==> config.mk <==
export PLATFORM = sky130hd
export DESIGN_NAME = bit_serializer
export DESIGN_NICKNAME = d
export VERILOG_FILES = /design/src/rtl/bit_serializer.sv
export SDC_FILE = /design/constraint.sdc
export NUM_CORES = 1
export LEC_CHECK = 0
export CAP_MARGIN = 10
export CORE_ASPECT_RATIO = 2
export CORE_MARGIN = 3
export CORE_UTILIZATION = 30
export CTS_CLUSTER_DIAMETER = 50
export DETAILED_ROUTE_END_ITERATION = 10
export GPL_TIMING_DRIVEN = 0
export PLACE_DENSITY = 0.57
export SETUP_SLACK_MARGIN = 0.2
export SLEW_MARGIN = 10
export SYNTH_ARGS = -nofsm -noshare
export SYNTH_HDL_FRONTEND = slang
export SYNTH_SLANG_ARGS = --single-unit
==> constraint.sdc <==
create_clock -name clk -period 1.8 [get_ports clk]
set_input_delay 0.27 -clock clk [delete_from_list [all_inputs] [get_ports clk]]
set_output_delay 0.27 -clock clk [all_outputs]
set_load 0.03 [all_outputs]
==> src/rtl/bit_serializer.sv <==
// Parallel-to-serial source for the sequence detector: WIDTH-bit words in over valid/ready,
// one bit per clock out on x, with a one-word hold register so consecutive words stream gap-free.
module bit_serializer #(
  parameter int WIDTH      = 8,
  parameter bit MSB_FIRST  = 1'b1,
  parameter bit IDLE_LEVEL = 1'b0
) (
  input  logic             clk,
  input  logic             rst_n,
  input  logic [WIDTH-1:0] din,
  input  logic             din_valid,
  output logic             din_ready,
  output logic             x,
  output logic             x_valid,
  output logic             word_done,
  output logic             busy
);

  localparam int CW = $clog2(WIDTH);
  localparam logic [CW-1:0] LAST = CW'(WIDTH - 1);

  typedef enum logic {S_IDLE, S_SHIFT} state_e;

  state_e           state_q, state_d;
  logic [WIDTH-1:0] shift_q, shift_d;
  logic [WIDTH-1:0] hold_q, hold_d;
  logic             hold_full_q, hold_full_d;
  logic [CW-1:0]    cnt_q, cnt_d;

  logic             xfer;
  logic             last_bit;
  logic [WIDTH-1:0] shift_adv;

  // Ready looks only at registered state so it can never loop back through din_valid.
  assign din_ready = rst_n && !hold_full_q;
  assign xfer      = din_valid && din_ready;
  assign last_bit  = (state_q == S_SHIFT) && (cnt_q == LAST);
  assign shift_adv = MSB_FIRST ? {shift_q[WIDTH-2:0], 1'b0} : {1'b0, shift_q[WIDTH-1:1]};

  assign x_valid   = (state_q == S_SHIFT);
  assign x         = x_valid ? (MSB_FIRST ? shift_q[WIDTH-1] : shift_q[0]) : IDLE_LEVEL;
  assign word_done = last_bit;
  assign busy      = (state_q == S_SHIFT) || hold_full_q;

  always_comb begin
    state_d     = state_q;
    shift_d     = shift_q;
    hold_d      = hold_q;
    hold_full_d = hold_full_q;
    cnt_d       = cnt_q;
    case (state_q)
      S_IDLE: begin
        if (xfer) begin
          shift_d = din;
          cnt_d   = '0;
          state_d = S_SHIFT;
        end
      end
      S_SHIFT: begin
        if (cnt_q == LAST) begin
          // A held word wins the reload; ready is already low then, so xfer cannot collide.
          cnt_d = '0;
          if (hold_full_q) begin
            shift_d     = hold_q;
            hold_d      = '0;
            hold_full_d = 1'b0;
          end else if (xfer) begin
            shift_d = din;
          end else begin
            shift_d = '0;
            state_d = S_IDLE;
          end
        end else begin
          shift_d = shift_adv;
          cnt_d   = cnt_q + CW'(1);
          if (xfer) begin
            hold_d      = din;
            hold_full_d = 1'b1;
          end
        end
      end
      default: state_d = S_IDLE;
    endcase
  end

  always_ff @(posedge clk or negedge rst_n) begin
    if (!rst_n) begin
      state_q     <= S_IDLE;
      shift_q     <= '0;
      hold_q      <= '0;
      hold_full_q <= 1'b0;
      cnt_q       <= '0;
    end else begin
      state_q     <= state_d;
      shift_q     <= shift_d;
      hold_q      <= hold_d;
      hold_full_q <= hold_full_d;
      cnt_q       <= cnt_d;
    end
  end

endmodule
==> flow_metrics.env <==
export IMPL_synth_most_common_cell="dfrtp_1"
export IMPL_path_buf_inv=2
export IMPL_final_cells=188
export IMPL_final_nets=154
export IMPL_cts_sinks=21
export IMPL_avgSynthCellArea_sq_um=9.87
export IMPL_ys_seq_area_share_pct=47.9
export IMPL_power_mw=2.57
export IMPL_status="finished clean"
export IMPL_dr_pass1_iters=4
export IMPL_crit_family="flip-flops"
export IMPL_port_buffer_count=15
export IMPL_antenna_found_initial=0
export IMPL_irDropWorstVdd_mv=0.804
export IMPL_drt_iter0_drc=22
export IMPL_power_density_nw_per_um2=1670
export IMPL_first_global_vias=1019
export IMPL_yosysTopAreaCellShare_pct=47.9
export IMPL_maxCapViolCount=0
export IMPL_cp_required_ns=1.53
export IMPL_synthArstFlopShare_pct=100
export IMPL_hold_slack_ns=0.493
export IMPL_cp_max_fo=3
export IMPL_max_stage_delay_ns=0.42
export IMPL_via_per_inst=5.03
export IMPL_synthDistinctLibCells=29
export IMPL_drt_total_wl_mm=2.89
export IMPL_cp_end_kind="output port"
export IMPL_p_leak_nw=0.661
export IMPL_rsz0062_at_grt="yes"
export IMPL_worstSetupStartpointType="register"
export IMPL_max_clock_freq_mhz=594
export IMPL_ant_nets=0
export IMPL_dp_hpwl_mm=1.94
export IMPL_fin_crit_sh_pct=93.5
export IMPL_netlist_area_sq_um=1100
export IMPL_synth_largest_area_cell="dfrtp_1"
export IMPL_io_pins=16
export IMPL_synth_nets=124
export IMPL_die_w_um=48.7
export IMPL_slowest_stage="dfrtp_1"
export IMPL_fin_crit_ns=1.68
export IMPL_arrival_ns=1.41
export IMPL_setup_tns_final_ns=0
export IMPL_yosysWarningCount=0
export IMPL_antenna_cells=0
export IMPL_routedWlPerCell_um=15.4
export IMPL_worstMarginPinSlew_ns=0.323
export IMPL_grt_util_all_layers_pct=14.3
export IMPL_die_h_um=91.5
export IMPL_relSlewSlack_pct=78.4
export IMPL_rows=30
export IMPL_clockRootBuffer="clkbuf_8"
export IMPL_nFillCells=365
export IMPL_place_inst=174
export IMPL_start_util_pct=31.7
export IMPL_area_growth_syn_to_layout_pct=40.8
export IMPL_path_cells="ha_4, ha_4, buf_8, and2_4, buf_6"
export IMPL_cts_buffers_inserted=3
export IMPL_synth_edf_count=0
export IMPL_synthCells=111
export IMPL_ys_ff_latch=21
export IMPL_drc_errors=0
export IMPL_cp_common_cell="ha_4"
export IMPL_crit_type="reg2out"
export IMPL_finalMaxSlewViolations=0
export IMPL_fin_skew_ns=0.00309
export IMPL_drive_gt1_share_pct=34.3
export IMPL_synth_area_top_cells="dfrtp_1, a21bo_2, nand3_1"
export IMPL_synth_ff_type="dfrtp_1"
export IMPL_cts_path_max_buffers=2
export IMPL_hold_path_class="reg2reg"
export IMPL_cts_tree="yes"
export IMPL_grt_pass1_wl_mm=4.91
export IMPL_hold_viol_final=0
export IMPL_clk_pin_slew_ns=0.08
export IMPL_grt_max_degree=26
export IMPL_die_area_sq_um=4460
export IMPL_gp_congestion=0.788
export IMPL_setup_violations=0
export IMPL_core_sq_um=3450
export IMPL_overflow=0
export IMPL_clock_latency_ns=0.27
export IMPL_htree_levels=1
export IMPL_fin_util_pct=44.7
export IMPL_synth_commonest_cells="dfrtp_1, nand2_1, nand3_1, o21ai_1, nor2_1"
export IMPL_num_vias=946
cells in the final DEF, fill, tap and decap left out, types with 2 or more instances in the layout:
cell type	netlist	final
buf_12	0	2
dfrtp_2	0	2
clkdlybuf4s50_1	0	9
dfrtp_1	21	19
o21ai_1	10	6
o2bb2ai_1	6	6
nand3_1	12	11
buf_6	2	6
nor2b_1	2	2
nand3b_1	2	2
buf_4	1	9
ha_4	0	2
clkbuf_8	0	3
nor2_1	8	8
nor2_4	1	2
clkdlybuf4s15_2	0	2
nand2_1	13	13
o21ai_2	0	4
a21bo_2	6	6
a22oi_1	6	5
per-layer routing:
metal  part of all wire [%]  track usage (%)  routed length [um]
met4                    3.6             10.2                 104
met1                     39             14.7                1140
met3                    2.8             2.79                  80
met5                      0                0                   0
met2                     54             25.0                1570
worst register-to-register path, cell delays in order (launching register included):
cell and delay, ns:
dfrtp_1 0.42, ha_4 0.19, ha_4 0.17, buf_8 0.11
and2_4 0.13, buf_4 0.13, buf_4 0.14, a221oi_2 0.23
state kept, by name, summed over array words and instances, names as in the netlist:
register and flops:
hold_full_q 1, cnt_q 3, hold_q 8, x_valid 1, shift_q 8
stage by stage:
step / area, sq um / setup slack, ns
after detailed placement: 1310 / -0.900
final: 1540 / 0.117
after global placement: 1310 / -0.876
after floorplan: 1100 / 0.263
after CTS: 1430 / 0.0992
after global routing: 1540 / 0.0815
kinds of logic (layout without fill, tap and decap cells):
| logic type | Yosys count | count (layout) | share of synthesized area (%) |
|---|---|---|---|
| DFF | 21 | 21 | 47.9 |
| muxes | 1 | 1 | 1.03 |
| adders and majority gates | 2 | 2 | 2.28 |
| AOI/OAI and AO/OA | 33 | 33 | 22.8 |
| buffers and inverters | 9 | 38 | 5.14 |
| and+or+nand+nor | 45 | 45 | 20.8 |
repair_timing:
| action | CTS | global route |
|---|---|---|
| pin swaps | 1 | 4 |
| resized for setup | 37 | 17 |
| endpoints found under the setup margin | 26 | 18 |
| hold buffers | 0 | 2 |
| endpoints found under the hold margin | 0 | 21 |
| buffers inserted | 5 | 3 |
final timing paths:
| path | from | to | slack [ns] | cells past startpoint |
|---|---|---|---|---|
| setup / recovery | cnt_q[0] | word_done | 0.12 | 5 |
| min in group asynchronous | rst_n | hold_q[4] | 0.56 | 3 |
| hold / removal | shift_q[7] | shift_q[7] | 0.49 | 1 |
| hold reg to reg | shift_q[7] | shift_q[7] | 0.49 | 1 |
| max in group asynchronous | rst_n | x_valid | 1.09 | 3 |
| setup reg to reg | cnt_q[0] | shift_q[4] | 0.21 | 7 |
where the power goes:
| group | internal (mW) | leakage [nW] | switching (mW) |
|---|---|---|---|
| Sequential | 0.703 | 0.254 | 0.138 |
| Combinational | 0.679 | 0.384 | 0.732 |
| Clock | 0.158 | 0.0228 | 0.163 |
area by class of cell:
class / count / area [sq um] / share of cell area (%)
multi-input combinational: 81 / 572 / 37.1
sequential: 21 / 528 / 34.2
timing repair buffer: 25 / 254 / 16.5
buffer: 8 / 80.1 / 5.19
tap: 48 / 60.1 / 3.89
clock buffer: 4 / 45.0 / 2.92
inverter: 1 / 3.75 / 0.243
No activity file was read; power rests on OpenSTA's default activity.
